<file path="src/rtl/ring_counter_monitor.sv">
// Receive-side checker for a one-hot ring counter bus: decodes the hot stage,
// locks after LOCK_CNT correct advances, and flags/counts illegal steps while locked.
module ring_counter_monitor #(
  parameter int unsigned WIDTH    = 8,
  parameter int unsigned IDX_W    = 3,
  parameter int unsigned LOCK_CNT = 4
) (
  input  logic             clk_i,
  input  logic             sys_rst_i,
  input  logic [WIDTH-1:0] ring_i,
  input  logic             clr_err_i,
  output logic [IDX_W-1:0] idx_o,
  output logic             idx_valid_o,
  output logic             locked_o,
  output logic             err_o,
  output logic             wrap_o,
  output logic [7:0]       err_cnt_o
);

  typedef enum logic {SEARCH, LOCKED} state_t;

  state_t           state_q, state_d;
  logic [WIDTH-1:0] prev_q, prev_d;
  logic [3:0]       match_q, match_d;
  logic [IDX_W-1:0] idx_q, idx_d;
  logic             idx_valid_q, idx_valid_d;
  logic             err_q, err_d;
  logic             wrap_q, wrap_d;
  logic [7:0]       err_cnt_q, err_cnt_d;

  logic             onehot;
  logic             adv;
  logic [IDX_W-1:0] idx_enc;

  // A value with exactly one bit set is nonzero and clears to zero when its lowest set bit is removed.
  assign onehot = (ring_i != '0) && ((ring_i & (ring_i - WIDTH'(1))) == '0);
  assign adv    = onehot && (ring_i == {prev_q[WIDTH-2:0], prev_q[WIDTH-1]});

  always_comb begin
    idx_enc = '0;
    for (int unsigned k = 0; k < WIDTH; k++) begin
      if (ring_i[k]) idx_enc = IDX_W'(k);
    end
  end

  always_comb begin
    state_d     = state_q;
    prev_d      = ring_i;
    match_d     = match_q;
    idx_d       = onehot ? idx_enc : idx_q;
    idx_valid_d = 1'b0;
    err_d       = 1'b0;
    wrap_d      = 1'b0;

    unique case (state_q)
      SEARCH: begin
        if (adv) begin
          if (match_q + 4'd1 == 4'(LOCK_CNT)) begin
            state_d     = LOCKED;
            match_d     = '0;
            idx_valid_d = 1'b1;
          end else begin
            match_d = match_q + 4'd1;
          end
        end else begin
          match_d = '0;
        end
      end
      LOCKED: begin
        if (adv) begin
          idx_valid_d = 1'b1;
          wrap_d      = prev_q[WIDTH-1] & ring_i[0];
        end else begin
          err_d   = 1'b1;
          state_d = SEARCH;
          match_d = '0;
        end
      end
      default: state_d = SEARCH;
    endcase

    if (clr_err_i) begin
      err_cnt_d = '0;
    end else if (err_d && err_cnt_q != 8'hFF) begin
      err_cnt_d = err_cnt_q + 8'd1;
    end else begin
      err_cnt_d = err_cnt_q;
    end
  end

  always_ff @(posedge clk_i or posedge sys_rst_i) begin
    if (sys_rst_i) begin
      state_q     <= SEARCH;
      prev_q      <= '0;
      match_q     <= '0;
      idx_q       <= '0;
      idx_valid_q <= 1'b0;
      err_q       <= 1'b0;
      wrap_q      <= 1'b0;
      err_cnt_q   <= '0;
    end else begin
      state_q     <= state_d;
      prev_q      <= prev_d;
      match_q     <= match_d;
      idx_q       <= idx_d;
      idx_valid_q <= idx_valid_d;
      err_q       <= err_d;
      wrap_q      <= wrap_d;
      err_cnt_q   <= err_cnt_d;
    end
  end

  assign idx_o       = idx_q;
  assign idx_valid_o = idx_valid_q;
  assign locked_o    = (state_q == LOCKED);
  assign err_o       = err_q;
  assign wrap_o      = wrap_q;
  assign err_cnt_o   = err_cnt_q;

endmodule

</file>
<file path="config.mk">
export PLATFORM = sky130hd
export DESIGN_NAME = ring_counter_monitor
export DESIGN_NICKNAME = d
export VERILOG_FILES = /design/src/rtl/ring_counter_monitor.sv
export SDC_FILE = /design/constraint.sdc
export NUM_CORES = 1
export LEC_CHECK = 0
export BUFFER_PORTS_ARGS = -buffer_cell sky130_fd_sc_hd__clkbuf_2
export CAP_MARGIN = 20
export CORE_ASPECT_RATIO = 1.4
export CORE_MARGIN = 1.5
export CORE_UTILIZATION = 58
export CTS_CLUSTER_SIZE = 25
export DETAILED_ROUTE_END_ITERATION = 8
export PLACE_DENSITY = 0.83
export RECOVER_POWER = 25
export REMOVE_ABC_BUFFERS = 1
export SYNTH_ARGS = -nofsm -noshare
export SYNTH_HDL_FRONTEND = slang
export SYNTH_SLANG_ARGS = --single-unit
</file>
<file path="constraint.sdc">
create_clock -name clk_i -period 4.9 [get_ports clk_i]
set_input_delay 0.49 -clock clk_i [delete_from_list [all_inputs] [get_ports clk_i]]
set_output_delay 0.49 -clock clk_i [all_outputs]
set_load 0.01 [all_outputs]
</file>
==> flow_metrics.py <==
metrics = {
    "power_and_ir_drop": {
        "pwr_density_cell_nw_per_um2": 267,
        "leakage_nw": 0.721,
        "peakVddDrop_mv": 0.222,
    },
    "detailed_routing": {
        "drc": 0,
        "drtPass1Iterations": 4,
        "dr_total_vias": 1103,
        "routedWlPerCell_um": 14.6,
        "wirelength_mm": 2.71,
        "drtAntennaViolNets": 0,
        "drtIter0Drc": 15,
        "post_drt_via_cell_ratio": 5.96,
    },
    "finish": {
        "areaGrowthSynthToFinish_pct": 13.2,
        "diodes": 0,
        "final_area_um2": 1610,
        "finalNetCount": 178,
        "layout-drive-gt1-share_pct": 25.3,
    },
    "clocking": {
        "post_cts_resized": 0,
        "htree_levels": 1,
        "cts_buffer_depth": 2,
        "holdBufCountCts": 0,
        "clk_pin_slew_ns": 0.14,
        "cts_tree": "yes",
        "clock_latency_ns": 0.32,
        "cts_buffers": 3,
        "post_cts_buffers": 0,
        "cts.sinks": 26,
        "cts_root_buffer": "clkbuf_4",
    },
    "synth": {
        "yosysTopAreaCellShare_pct": 45.8,
        "synth-edff-count": 0,
        "syn_area_um2": 1420,
        "ys_top_cells_by_area": "dfrtp_1, nor2_1, xnor2_1",
        "async_flop_share_pct": 100,
        "ys_warn_count": 0,
        "synth_seq_cells": 26,
        "synth_top_area_cell": "dfrtp_1",
        "ys_types": 43,
        "syn_inst": 136,
        "avgSynthCellArea_um2": 10.5,
        "ys_seq_area_share_pct": 45.8,
        "synth_flop_cell": "dfrtp_1",
    },
    "setup_path": {
        "critPathMaxStageDelay_ns": 0.41,
        "path_buf_inv": 0,
        "cpMaxStageDelayCell": "dfrtp_1",
        "path_delay_family": "simple AND/OR/NAND/NOR gates",
        "startpoint_type": "register",
        "required_ns": 5.12,
        "path_class": "reg -> reg",
        "crit_path_cell_trace": "ha_1 > nor4_2 > a21bo_2 > and4_4 > mux2_4",
        "arrival_ns": 2.24,
        "cp_max_fo": 14,
        "end_kind": "register",
    },
    "global_route": {
        "grt_pass1_vias": 1074,
        "globalRouteTotalUtil_pct": 21.9,
        "antenna_found_initial": 0,
        "grt_overflow": 0,
        "grt_pass1_wl_mm": 4.41,
        "grt_start_max_net_pins": 27,
    },
    "placement": {
        "gp_congestion": 0.821,
        "post-dp-hpwl_mm": 2.03,
        "dpl_cell_area_um2": 1550,
        "io_buffers": 25,
    },
    "sta": {
        "period_needed_ns": 2.02,
        "fmax_mhz": 496,
        "finalCritPeriodShare_pct": 41.2,
        "rsz0062_at_grt": "no",
        "clock_skew_ns": 0.00126,
        "fin_setup_tns_ns": 0,
        "slew_headroom_pct": 10.4,
        "setup_viol": 0,
        "worst_slew_pin_slew_ns": 1.34,
        "finalHoldViolCount": 0,
        "slew_viol_final": 0,
    },
    "floorplan": {
        "die_h_um": 61.6,
        "dieWidth_um": 44.8,
        "initial_core_util_pct": 60.1,
        "dieArea_um2": 2760,
        "core-area_um2": 2360,
        "fp-row-count": 21,
        "pin_count": 26,
    },
    "outcome": {
        "status": "finished, final reports clean",
    },
    "job": {
        "cap_violations": 0,
    },
    "worst_hold_path": {
        "hold_class": "in -> reg",
    },
}
==> worst paths after layout <==
path                       startpoint      endpoint  slack, ns  depth (start not counted)
min in group asynchronous   sys_rst_i     prev_q[1]       0.57                          3
setup reg to reg            prev_q[7]  err_cnt_o[2]       2.88                          5
setup / recovery            prev_q[7]  err_cnt_o[2]       2.88                          5
hold reg to reg              idx_o[0]      idx_o[0]       0.53                          1
max in group asynchronous   sys_rst_i  err_cnt_o[4]       3.55                          3
hold / removal              ring_i[5]     prev_q[5]       0.36                          1
==> final cells by class <==
class                      instances  area (um2)
fill                             182         756
multi-input combinational        101         729
sequential                        26         651
timing repair buffer              26         129
clock inverter                     1        30.0
tap                               23        28.8
clock buffer                       3        22.5
inverter                           5        18.8
==> metal layers <==
layer	track usage (%)	vias to the layer above	share of wire [%]
met3	2.35	4	2.6
met1	24.1	536	41
li1	-	535	-
met5	0	-	0
met2	40.8	28	55
met4	11.3	0	1.3
==> worst register-to-register path: cells and delay by family, from the launching register on <==
| kind | cells | cell delay, ns |
|---|---|---|
| AND/OR/NAND/NOR | 2 | 0.58 |
| flip-flops | 1 | 0.41 |
| AO/OA/AOI/OAI | 1 | 0.37 |
| adder cells (fa/ha/maj) | 1 | 0.28 |
| multiplexers | 1 | 0.28 |
==> synth_stat cells, types with 2 or more instances <==
cell type,instances
ha_1,4
nand2b_1,2
buf_4,2
nand4_1,3
o21ai_0,2
xnor2_1,6
inv_1,5
mux2i_1,2
xor2_1,2
nand2_1,8
nand4b_1,4
nor2_1,23
mux2_2,2
a211oi_1,2
nand3_1,2
a21oi_1,5
clkbuf_1,2
nor2b_1,6
dfrtp_1,26
mux2_4,3
and4_4,2
a31oi_1,2
==> registers in the layout, indices dropped and copies added (netlist names) <==
register / cells
err_cnt_o: 8
prev_q: 8
wrap_o: 1
idx_valid_o: 1
err_o: 1
match_q: 4
idx_o: 3
==> logic make-up after synthesis <==
logic type | count (synthesis) | synth area share (%)
muxes | 7 | 6.16
buffers and inverters | 9 | 2.90
adders and majority gates | 4 | 3.52
xor gates and xnor gates | 8 | 4.93
AOI/OAI and AO/OA | 21 | 10.7
and+or+nand+nor | 61 | 26.1
DFF | 26 | 45.8
==> report_power, final <==
part | internal [mW] | total (mW) | switching, mW
Combinational | 0.0210 | 0.0511 | 0.0301
Sequential | 0.226 | 0.231 | 0.00577
Clock | 0.0827 | 0.147 | 0.0640
Total | 0.329 | 0.429 | 0.0999
==> cells in the final DEF (no fill, tap or decap), types with 3 or more instances in the layout <==
| master | netlist | routed |
|---|---|---|
| nor2b_1 | 6 | 6 |
| a21oi_1 | 5 | 5 |
| dfrtp_1 | 26 | 26 |
| mux2_4 | 3 | 3 |
| nand4b_1 | 4 | 4 |
| nand2_1 | 8 | 8 |
| clkbuf_4 | 0 | 3 |
| nor2_1 | 23 | 23 |
| clkbuf_2 | 0 | 25 |
| nand4_1 | 3 | 3 |
| ha_1 | 4 | 4 |
| inv_1 | 5 | 5 |
| xnor2_1 | 6 | 6 |
==> stage by stage <==
| step | total power [mW] | hold slack [ns] | cells | setup slack, ns | utilization, % |
|---|---|---|---|---|---|
| CTS | 0.432 | 0.352 | 184 | 2.89 | 67.9 |
| global route | 0.449 | 0.340 | 185 | 2.76 | 68.0 |
| finish | 0.429 | 0.365 | 185 | 2.88 | 68.0 |
| global placement | 0.284 | 0.491 | 180 | 2.63 | 65.7 |
| floorplan | 0.262 | 0.521 | 132 | 2.88 | - |
| detailed placement | 0.287 | 0.498 | 180 | 2.57 | 65.7 |
Note: power is estimated with default switching activity, not from simulation.
